$ cat config.mk
export PLATFORM = sky130hd
export DESIGN_NAME = bus_io_responder
export DESIGN_NICKNAME = d
export VERILOG_FILES = /design/src/rtl/bus_io_responder.sv
export SDC_FILE = /design/constraint.sdc
export NUM_CORES = 1
export LEC_CHECK = 0
export CORE_MARGIN = 1.5
export CORE_UTILIZATION = 45
export CTS_BUF_LIST = sky130_fd_sc_hd__clkbuf_4 sky130_fd_sc_hd__clkbuf_8 sky130_fd_sc_hd__clkbuf_16
export DETAILED_ROUTE_END_ITERATION = 10
export PLACE_DENSITY = 0.66
export SETUP_SLACK_MARGIN = 0.2
export SYNTH_ARGS = -nofsm -noshare
export SYNTH_HDL_FRONTEND = slang
export SYNTH_SLANG_ARGS = --single-unit
$ cat constraint.sdc
create_clock -name clk -period 2.9 [get_ports clk]
set_input_delay 0.29 -clock clk [delete_from_list [all_inputs] [get_ports clk]]
set_output_delay 0.29 -clock clk [all_outputs]
set_load 0.005 [all_outputs]
$ cat src/rtl/bus_io_responder.sv
// Register-file I/O target on the system bus. It captures the address phase,
// takes write data the following cycle, inserts wait states and answers with a
// one-cycle io_ready pulse.
module bus_io_responder #(
  parameter int MEM_WIDTH   = 8,
  parameter int MEM_DEPTH   = 8,
  parameter int NUM_REGS    = 16,
  parameter int WAIT_CYCLES = 1
) (
  input  logic                 clk,
  input  logic                 rst,
  input  logic [MEM_DEPTH-1:0] bus_addr,
  input  logic                 io_write_en,
  input  logic                 io_read_en,
  input  logic [MEM_WIDTH-1:0] bus_data_write,
  output logic [MEM_WIDTH-1:0] io_data_read,
  output logic                 io_ready,
  output logic                 io_error,
  output logic [2:0]           io_state
);

  typedef enum logic [1:0] {
    IDLE  = 2'd0,
    WDATA = 2'd1,
    WAIT  = 2'd2,
    RESP  = 2'd3
  } state_t;

  localparam logic [3:0]         WAIT_LOAD  = 4'(WAIT_CYCLES);
  localparam logic [MEM_DEPTH:0] NUM_REGS_W = (MEM_DEPTH + 1)'(NUM_REGS);

  state_t               state_reg, state_next;
  logic [MEM_DEPTH-1:0] addr_reg, addr_next;
  logic [3:0]           cnt_reg, cnt_next;
  logic                 err_reg, err_next;
  logic                 read_reg, read_next;
  logic [MEM_WIDTH-1:0] data_reg, data_next;
  logic                 ready_reg, ready_next;
  logic                 error_reg, error_next;
  logic [MEM_WIDTH-1:0] rd_data;
  logic [NUM_REGS-1:0]  wr_sel;
  logic [MEM_WIDTH-1:0] reg_file [NUM_REGS];

  // Rejected writes still pass through WDATA but never select a register.
  for (genvar gi = 0; gi < NUM_REGS; gi++) begin : g_wr_sel
    assign wr_sel[gi] = (state_reg == WDATA) && !err_reg &&
                        (addr_reg == MEM_DEPTH'(gi));
  end

  always_comb begin
    rd_data = '0;
    for (int i = 0; i < NUM_REGS; i++) begin
      if (addr_next == MEM_DEPTH'(i)) rd_data = reg_file[i];
    end
  end

  always_comb begin
    state_next = state_reg;
    addr_next  = addr_reg;
    cnt_next   = cnt_reg;
    err_next   = err_reg;
    read_next  = read_reg;
    case (state_reg)
      IDLE: begin
        if (io_write_en || io_read_en) begin
          addr_next = bus_addr;
          err_next  = (io_write_en && io_read_en) || ({1'b0, bus_addr} >= NUM_REGS_W);
          // A strobe conflict follows read timing but performs no access.
          read_next = io_read_en && !io_write_en;
          if (io_write_en && !io_read_en) begin
            state_next = WDATA;
          end else begin
            cnt_next   = WAIT_LOAD;
            state_next = (WAIT_CYCLES == 0) ? RESP : WAIT;
          end
        end
      end
      WDATA: begin
        cnt_next   = WAIT_LOAD;
        state_next = (WAIT_CYCLES == 0) ? RESP : WAIT;
      end
      WAIT: begin
        cnt_next = cnt_reg - 4'd1;
        if (cnt_reg <= 4'd1) state_next = RESP;
      end
      RESP:    state_next = IDLE;
      default: state_next = IDLE;
    endcase

    ready_next = (state_next == RESP);
    error_next = ready_next && err_next;
    data_next  = data_reg;
    if (ready_next && read_next) data_next = err_next ? '0 : rd_data;
  end

  always_ff @(posedge clk) begin
    if (rst) begin
      state_reg <= IDLE;
      addr_reg  <= '0;
      cnt_reg   <= '0;
      err_reg   <= 1'b0;
      read_reg  <= 1'b0;
      data_reg  <= '0;
      ready_reg <= 1'b0;
      error_reg <= 1'b0;
      for (int i = 0; i < NUM_REGS; i++) reg_file[i] <= '0;
    end else begin
      state_reg <= state_next;
      addr_reg  <= addr_next;
      cnt_reg   <= cnt_next;
      err_reg   <= err_next;
      read_reg  <= read_next;
      data_reg  <= data_next;
      ready_reg <= ready_next;
      error_reg <= error_next;
      for (int i = 0; i < NUM_REGS; i++) begin
        if (wr_sel[i]) reg_file[i] <= bus_data_write;
      end
    end
  end

  assign io_data_read = data_reg;
  assign io_ready     = ready_reg;
  assign io_error     = error_reg;
  assign io_state     = {1'b0, state_reg};

endmodule

* Yosys cells after proc, flatten, opt, wreduce, memory -nomap -nowiden
Memory sizes are Yosys's and may differ from the RTL's. Cells that the tools add are included. W data, S select, Z words.
Cells by class: multiplexer cells 96, bitwise logic cells 16, reductions and logical operators 32, magnitude comparators 2, $add $sub $neg 1, equality and inequality tests 36
Operators by type and width (count):
- $mux W8 | 35
- $eq A8 B4 Y1 const B | 16
- $eq A8 B3 Y1 const B | 8
- $mux W1 | 54
- $eq A8 B2 Y1 const B | 4
- $logic_and A1 B1 Y1 | 22
- $eq A8 B1 Y1 const B | 2
- $logic_not A8 Y1 | 2
- $or A1 B1 Y1 | 16
- $pmux W4 S3 | 1
- $ge A8 B5 Y1 const B | 1
- $mux W4 | 2
- $pmux W2 S4 | 1
- $eq A2 B2 Y1 const B | 3
- $mux W2 | 3
- $le A4 B1 Y1 const B | 1
- $ne A2 B2 Y1 const B | 2
- $sub A4 B1 Y4 const B | 1
- $logic_not A1 Y1 | 3
- $reduce_and A3 Y1 | 1
- $reduce_bool A3 Y1 | 1
- $eq A2 B1 Y1 const B | 1
- $logic_not A2 Y1 | 1
- $logic_or A1 B1 Y1 | 2
Storage, ports and cells: input bits 20, bits in registers 26, bits in writable memories 128, memories 1, word-level logic and storage cells 192
Memory list:
- reg_file | depth 16, width 8, read ports 16, clocked after memory_dff 0, write ports 16, RTL line 42 | logic [MEM_WIDTH-1:0] reg_file [NUM_REGS];

* Depth between registers and ports, before layout
Gate-level depths: netlist of run 1.
word-level depth 21, gate-level depth with buffers 13, mapped depth without buffers 9

* Worst setup path before layout of run 1
No wires, ideal clock.
path type flip-flop to flip-flop, start point register state_reg[0], end point register data_reg[2] (netlist: io_data_read[2]), library setup time 0.116 ns, arrival time 2.442 ns, path buffers 2, clock period less this slack 2.559 ns, data required time 2.784 ns, setup slack 0.341 ns, cell stages (with the launch flop) 12, cell sequence dfxtp_1 > inv_1 > ha_1 > buf_4 > o21ai_2 > buf_4 > mux2i_1 > mux2_2 > a22oi_1 > o22a_1 > o21ai_0 > o211a_1
On the way: word-level cells in the longest chain between the ends 20, elaborated cells on any way between the ends 45
RTL lines:
- from (decl) | RTL line 32 | state_t state_reg, state_next;
- from (signal assigned) | RTL line 108 | state_reg <= state_next;
- $logic_not A2 Y1 | RTL line 63 | case (state_reg)
- $mux W8 | RTL line 63
- $logic_not A8 Y1 | RTL line 53 | if (addr_next == MEM_DEPTH'(i)) rd_data = reg_file[i];
- $mux W8 (16 in series) | RTL line 53
- $mux W8 | RTL line 93 | if (ready_next && read_next) data_next = err_next ? '0 : rd_data;
- to (signal assigned) | RTL line 113 | data_reg <= data_next;
- to (decl) | RTL line 37 | logic [MEM_WIDTH-1:0] data_reg, data_next;
Parallel ways exist; a longest one is shown, timed or not. A chain may end at the register's enable or synchronous reset.

* Final worst setup path of run 1
start point register state_reg[0], end point register data_reg[5] (netlist: io_data_read[5])
The elaborated chain is that of the path after synthesis.

==> results of run 1 <==
## area by class of cell
class	instances	area [sq um]	area share, %
Clock buffer	20	454	5.03
Clock inverter	12	77.6	0.860
Inverter	17	63.8	0.707
Multi-Input combinational cell	432	2680	29.7
Sequential cell	154	4370	48.4
Tap cell	216	270	3.00
Timing Repair Buffer	131	1110	12.3
## where the power goes
part           leakage (nW)  internal [mW]  switching [mW]
sequential             1.50           2.53          0.0778
combinational          1.58          0.541           0.680
clock                 0.260           1.13           0.874
## worst reg2reg max path, delay by kind of cell, from the launching register on
family / cells / cell delay (ns)
muxes: 1 / 0.35
adders and majority gates: 1 / 0.18
AOI/OAI and AO/OA: 6 / 1.16
buffers and inverters: 4 / 0.53
DFF: 1 / 0.34
## cell usage in the layout (no fill, tap or decap), types with 6 or more instances in the layout
| master | Yosys | layout |
|---|---|---|
| edfxtp_1 | 128 | 128 |
| nor3_1 | 11 | 11 |
| nor2_1 | 118 | 118 |
| nand2_1 | 48 | 48 |
| inv_1 | 17 | 15 |
| clkdlybuf4s50_1 | 0 | 31 |
| nand3_1 | 12 | 12 |
| ha_1 | 7 | 6 |
| nor2b_1 | 7 | 7 |
| mux2_2 | 10 | 10 |
| nand2b_1 | 25 | 25 |
| buf_4 | 5 | 94 |
| o21ai_0 | 25 | 23 |
| a21oi_1 | 36 | 36 |
| a22oi_1 | 11 | 9 |
| o22ai_1 | 6 | 6 |
| a222oi_1 | 6 | 6 |
| clkbuf_16 | 0 | 17 |
| dfxtp_1 | 26 | 25 |
## logic make-up (layout without fill, tap and decap cells)
kind of cell,Yosys count,after routing,synth area share (%)
AOI/OAI and AO/OA,156,156,15.6
adders and majority gates,7,7,1.21
buffers and inverters,54,180,3.56
DFF,154,154,60.5
muxes,18,18,3.14
other,1,1,0.0520
and+or+nand+nor,250,250,15.9
## per-layer routing
| layer | vias up | global-route usage [%] |
|---|---|---|
| met5 | - | 0 |
| met4 | 0 | 11.8 |
| met3 | 41 | 5.12 |
| met2 | 261 | 43.0 |
| met1 | 2834 | 35.4 |
| li1 | 2605 | - |
## timing repair
item,in CTS,in global routing
pin swaps,2,3
resized for setup,8,15
setup endpoints to repair,7,8
buffers inserted,4,1
## synthesized netlist by cell type (10+ instances only)
cell type and number:
edfxtp_1 128, o21ai_0 25, dfxtp_1 26, nand2b_1 25, nand3_1 12, nor2_1 118
nand2_1 48, nor3_1 11, mux2_2 10, a21oi_1 36, clkbuf_1 21, a22oi_1 11
inv_1 17
## final timing paths
kind | startpoint | to | slack [ns] | depth (start not counted)
worst max-delay path | state_reg[0] | io_data_read[5] | 0.24 | 12
worst min-delay path | addr_reg[4] | addr_reg[4] | 0.48 | 2
worst max register to register | state_reg[0] | io_data_read[5] | 0.24 | 12
worst min register to register | addr_reg[4] | addr_reg[4] | 0.48 | 2
## per-stage QoR
step	TNS [ns]	instance area (sq um)	worst slack, ns	cells
finish	0	9020	0.243	982
global route	0	9020	0.187	982
CTS	0	8950	0.207	981
detailed placement	-0.645	8350	-0.226	945
global placement	-0.574	8350	-0.219	945
floorplan	0	7210	0.341	640
==> results.md, run 1 <==
* Outcome: finished, final reports clean
* CP Buf/Inv Count at 4
* Diodes inserted at 0
* Top delay family on crit path: compound AO/OA/AOI/OAI gates
* Area contributors post-synth: edfxtp_1 (53%), dfxtp_1 (7.2%), nor2_1 (6.1%)
* CP Cell Sequence: inv_2 -> ha_4 -> o21ai_4 -> buf_6 -> mux2_2 -> buf_4 -> a22oi_2 -> o211ai_1 -> a311oi_2 -> buf_4 -> o41ai_2 -> a32o_1
* WHS at 0.478 ns
* WS Path Type: flip-flop to flip-flop
* Clock latency on the worst-skew pair at 0.43 ns
* Top layer in use: met4
* Ports at 33
* Area of the die at 0.0168 sq mm
* Slowest CP cell: a311oi_2
* Tmin final at 2.66 ns
* Final Setup Violations at 0
* TritonCTS Sinks at 154
* Initial DRC Count at 633
* Drt via density at 5.85
* Static leakage at 3.34 nW
* CP max stage delay at 0.39 ns
* Cell Pwr Density at 646 mW/mm^2
* Core Area at 0.0158 sq mm
* Clk slew on worst S/H paths at 0.06 ns
* Data arrival, critical path at 2.98 ns
* Fmax achieved at 376 MHz
* Pins over their slew limit at 0
* Post-synth top area cell: edfxtp_1
* Synth Instances at 640
* Fill cells at 1343
* Slew HR at 55.8%
* First-pass GRT wire length at 32300 microns
* Drt first pass iters at 5
* Unrepaired setup endpoints after global routing: true
* Fin crit share at 91.6%
* Hold buffers post-CTS at 0
* Peak VDD IR at 0.000421 V
* Crit path launch type: flip-flop
* Pwr Total at 5.83 mW
* Worst path required time at 3.22 ns
* Synthesized area per cell at 11.3 sq um
* Wirelength per Cell at 21.7 microns
* Worst Setup End Kind: flip-flop
* Area delta synth->final at 25.1%
* Share of cells above drive strength 1 at 21.9%
* Pin count of the biggest net entering global routing at 17
* Flip-flop count of the largest register after layout at 128
* Post-Route WL at 21300 microns
* Fin util at 57.2%
* Met2 WL post-DR at 10000 microns
* CTS tree: yes
* Total number of vias at 5741
* Routability congestion estimate at 0.960
* Most used DFF post-synth: edfxtp_1
* Remaining antenna violation count after routing at 0
* Initial Util at 45.7%
* Die height at 130 microns
* Num CTS Buffers at 17
* # Max-Cap Violations at 0
* Number of enable flip-flop cells after synthesis at 128
* Post-DP HPWL at 15700 microns
* Clk root buf: clkbuf_16
* Port buffer count at 31
* CTS max path bufs at 2
* Vias in the first global route at 5629
* Final Hold Fails at 0
* Fin Clk Skew at 0.00594 ns
* Worst-path fanout max at 4
* Worst min-delay path class: flip-flop to flip-flop
* Syn Nets at 667
* Met1 WL at 9020 microns
* Global Route Usage Sum at 26.7%
* Post-synthesis register bit count at 154
* Routed wl met3 at 1570 microns
* Sequential element share of the synthesized area at 60.5%
* Top-area cell type share of the netlist area at 53.3%
* Num rows at 46
* Most used cell, CP: buf_4
* Synth Cell Area at 0.00721 sq mm
* H-tree depth at 4
* Library cells used by synthesis at 72
* GRT Residual Overflow at 0
* Initial antenna violation count at 0
* Nets at 780
* Pin slew with the least headroom to its limit at 0.660 ns
* Ys async rst share at 0%
* Die X at 130 microns
* # DRC at 0
* Ys Warns at 0
No activity file was read; power rests on OpenSTA's default activity.
==> inputs of run 2 (changes only) <==
Settings changed: CORE_ASPECT_RATIO from default to 1.2.
==> run 2 against run 1 <==
  * Critical path depth fell by 3
  * Sequential cell count did not move
  * Sequential power about the same
  * Power grew 6.0%
  * Final area increased by 1.4%
  * Largest power group unchanged
  * Non-clock buffer count unchanged
  * Final cell count down 0.81%
==> results.md, run 2 (synthesis gave the netlist of run 1 again) <==
* GR peak layer: met2
* Final Hold Fails at 0 (unchanged)
* Min setup slack post-route at 0.274 ns (+0.0309 ns)
* Drt first pass iters at 6 (+1)
* Worst path required time at 3.23 ns (about the same)
* Initial DRC Count at 645 (+1.9%)
* Num rows at 50 (+8.7%)
* Pins over their slew limit at 0 (unchanged)
* Num CTS Buffers at 17 (unchanged)
* Reg2Reg Depth at 9 (-3)
* Nets at 780 (unchanged)
* Routability congestion estimate at 0.947 (-1.3%)
* Data arrival, critical path at 2.95 ns (-0.03 ns)
* Slowest CP cell: mux2_4
* Initial antenna violation count at 0 (unchanged)
* M3 GR Usage at 6.03% (+0.91 points)
* Post-Route WL at 22000 microns (+3.5%)
* Fin crit share at 90.5% (-1.1 points)
* Met2 Use GR at 46.1% (+3.2 points)
* Wirelength per Cell at 22.6 microns (+4.3%)
* Global Route Usage Sum at 27.2% (+0.43 points)
* Port buffer count at 31 (unchanged)
* Fin Clk Skew at 0.00905 ns (+0.00311 ns)
* CTS max path bufs at 2 (unchanged)
* WS Path Type: flip-flop to flip-flop
* Inst Count DP at 941 (-0.42%)
* Clock latency on the worst-skew pair at 0.44 ns (about the same)
* Pin count of the biggest net entering global routing at 22 (+5)
* Share of cells above drive strength 1 at 22.2% (+0.26 points)
* Clk root buf: clkbuf_16
* Clk slew on worst S/H paths at 0.06 ns (about the same)
* Pin slew with the least headroom to its limit at 0.695 ns (+0.0350 ns)
* Cell Pwr Density at 676 mW/mm^2 (+4.6%)
* Area delta synth->final at 26.8%
* # Max-Cap Violations at 0 (unchanged)
* Total number of vias at 5759 (+0.31%)
* Die X at 119 microns (-8.5%)
* Commonest non-fill, non-tap cell in the layout: edfxtp_1
* WHS at 0.469 ns (-0.00938 ns)
* Fill cells at 1269 (-5.5%)
* GRT Residual Overflow at 0 (unchanged)
* Tmin final at 2.63 ns (-0.0309 ns)
* Sum of negative setup slack at 0 ns (unchanged)
* Non-Filler Instances at 974 (-0.81%)
* Worst slack, placed at -0.238 ns (-0.0126 ns)
* Die height at 142 microns (+9.3%)
* Outcome: finished, final reports clean
* Reg-to-reg endpoint: io_data_read[5]
* # DRC at 0 (unchanged)
* Crit path launch type: flip-flop
* Unrepaired setup endpoints after global routing: true
* Final Setup Violations at 0 (unchanged)
* CTS tree: yes
* Worst min-delay path class: flip-flop to flip-flop
* Flop-to-flop setup slack at 0.27 ns (+0.03 ns)
* Post-DP HPWL at 16100 microns (+2.6%)
* Min-delay src: addr_reg[7]
* Area of the die at 0.0168 sq mm (about the same)
* Global-route track usage on met1 at 33.1% (-2.3 points)
* TritonCTS Sinks at 154 (unchanged)
* Hold Path Cell Cnt at 2 (unchanged)
* Worst Setup End Kind: flip-flop
* Flip-flop count of the largest register after layout at 128 (unchanged)
* CP Cell Sequence: inv_2 -> ha_4 -> o21a_4 -> mux2_4 -> a22oi_1 -> o211ai_1 -> a311oi_4 -> o41ai_2 -> a32o_1
* Reg-to-Reg Start: state_reg[0]
* Worst-path fanout max at 10 (+6)
* Pwr Total at 6.18 mW (+6.0%)
* H-tree depth at 4 (unchanged)
* Ports at 33 (unchanged)
* Vias in the first global route at 5818 (+3.4%)
* Peak VDD IR at 0.000465 V (+11%)
* Hold Path End: addr_reg[7]
* Most frequent cells in the layout: edfxtp_1 (128), nor2_1 (118), buf_4 (94)
* CP max stage delay at 0.41 ns (+0.02 ns)
* Hold buffers post-CTS at 0 (unchanged)
* Core Area at 0.0156 sq mm (-0.82%)
* Initial Util at 46.1% (+0.38 points)
* Slew HR at 53.5% (-2.3 points)
* Diodes inserted at 0 (unchanged)
* Remaining antenna violation count after routing at 0 (unchanged)
* Static leakage at 3.40 nW (+1.8%)
* Fmax achieved at 381 MHz (+1.2%)
* First-pass GRT wire length at 33600 microns (+3.8%)
* Drt via density at 5.91 (+1.1%)
run 2: metal layers:
metal / share of wire (%) / vias to the layer above
met2: 50 / 263
met3: 7.0 / 60
met5: 0 / -
li1: - / 2618
met4: 4.1 / 0
met1: 39 / 2818
run 2: layout make-up:
| cell class | instances | area (sq um) | area share, % |
|---|---|---|---|
| Inverter | 17 | 63.8 | 0.698 |
| Tap cell | 208 | 260 | 2.85 |
| Clock inverter | 12 | 163 | 1.78 |
| Sequential cell | 154 | 4370 | 47.7 |
| Timing Repair Buffer | 131 | 1140 | 12.4 |
| Multi-Input combinational cell | 432 | 2700 | 29.5 |
| Clock buffer | 20 | 460 | 5.03 |
run 2: metrics by stage:
| step | utilization (%) | instance area (sq um) |
|---|---|---|
| global placement | 53.8 | 8410 |
| global route | 58.5 | 9150 |
| finish | 58.5 | 9150 |
| floorplan | - | 7210 |
| detailed placement | 53.8 | 8410 |
| CTS | 58.2 | 9100 |
run 2: repair_timing:
item,4_1_cts,5_1_grt
pin swaps,2,3
resized for setup,11,13
endpoints found under the setup margin,7,8
setup buffers,1,0
run 2: how the worst max path moves through the flow:
stage / start / end / slack, ns
after floorplan: state_reg[0] / io_data_read[2] / 0.34
after global placement: io_read_en / io_data_read[6] / -0.19
after detailed placement: io_read_en / io_data_read[6] / -0.24
after CTS: state_reg[0] / io_data_read[7] / 0.22
after global routing: state_reg[0] / io_data_read[0] / 0.11
final: state_reg[0] / io_data_read[5] / 0.27
run 2: worst max-delay path, delay by kind of cell, from the launching register on:
| family | cells | cell delay (ns) |
|---|---|---|
| multiplexers | 1 | 0.41 |
| AO/OA/AOI/OAI | 6 | 1.51 |
| buffers and inverters | 1 | 0.10 |
| adder cells (fa/ha/maj) | 1 | 0.18 |
| flip-flops | 1 | 0.32 |
run 2: where the power goes:
group / switching, mW / total [mW] / internal (mW) / leakage (nW)
combinational: 0.697 / 1.24 / 0.548 / 1.60
clock: 0.910 / 2.33 / 1.42 / 0.301
sequential: 0.0790 / 2.61 / 2.53 / 1.50
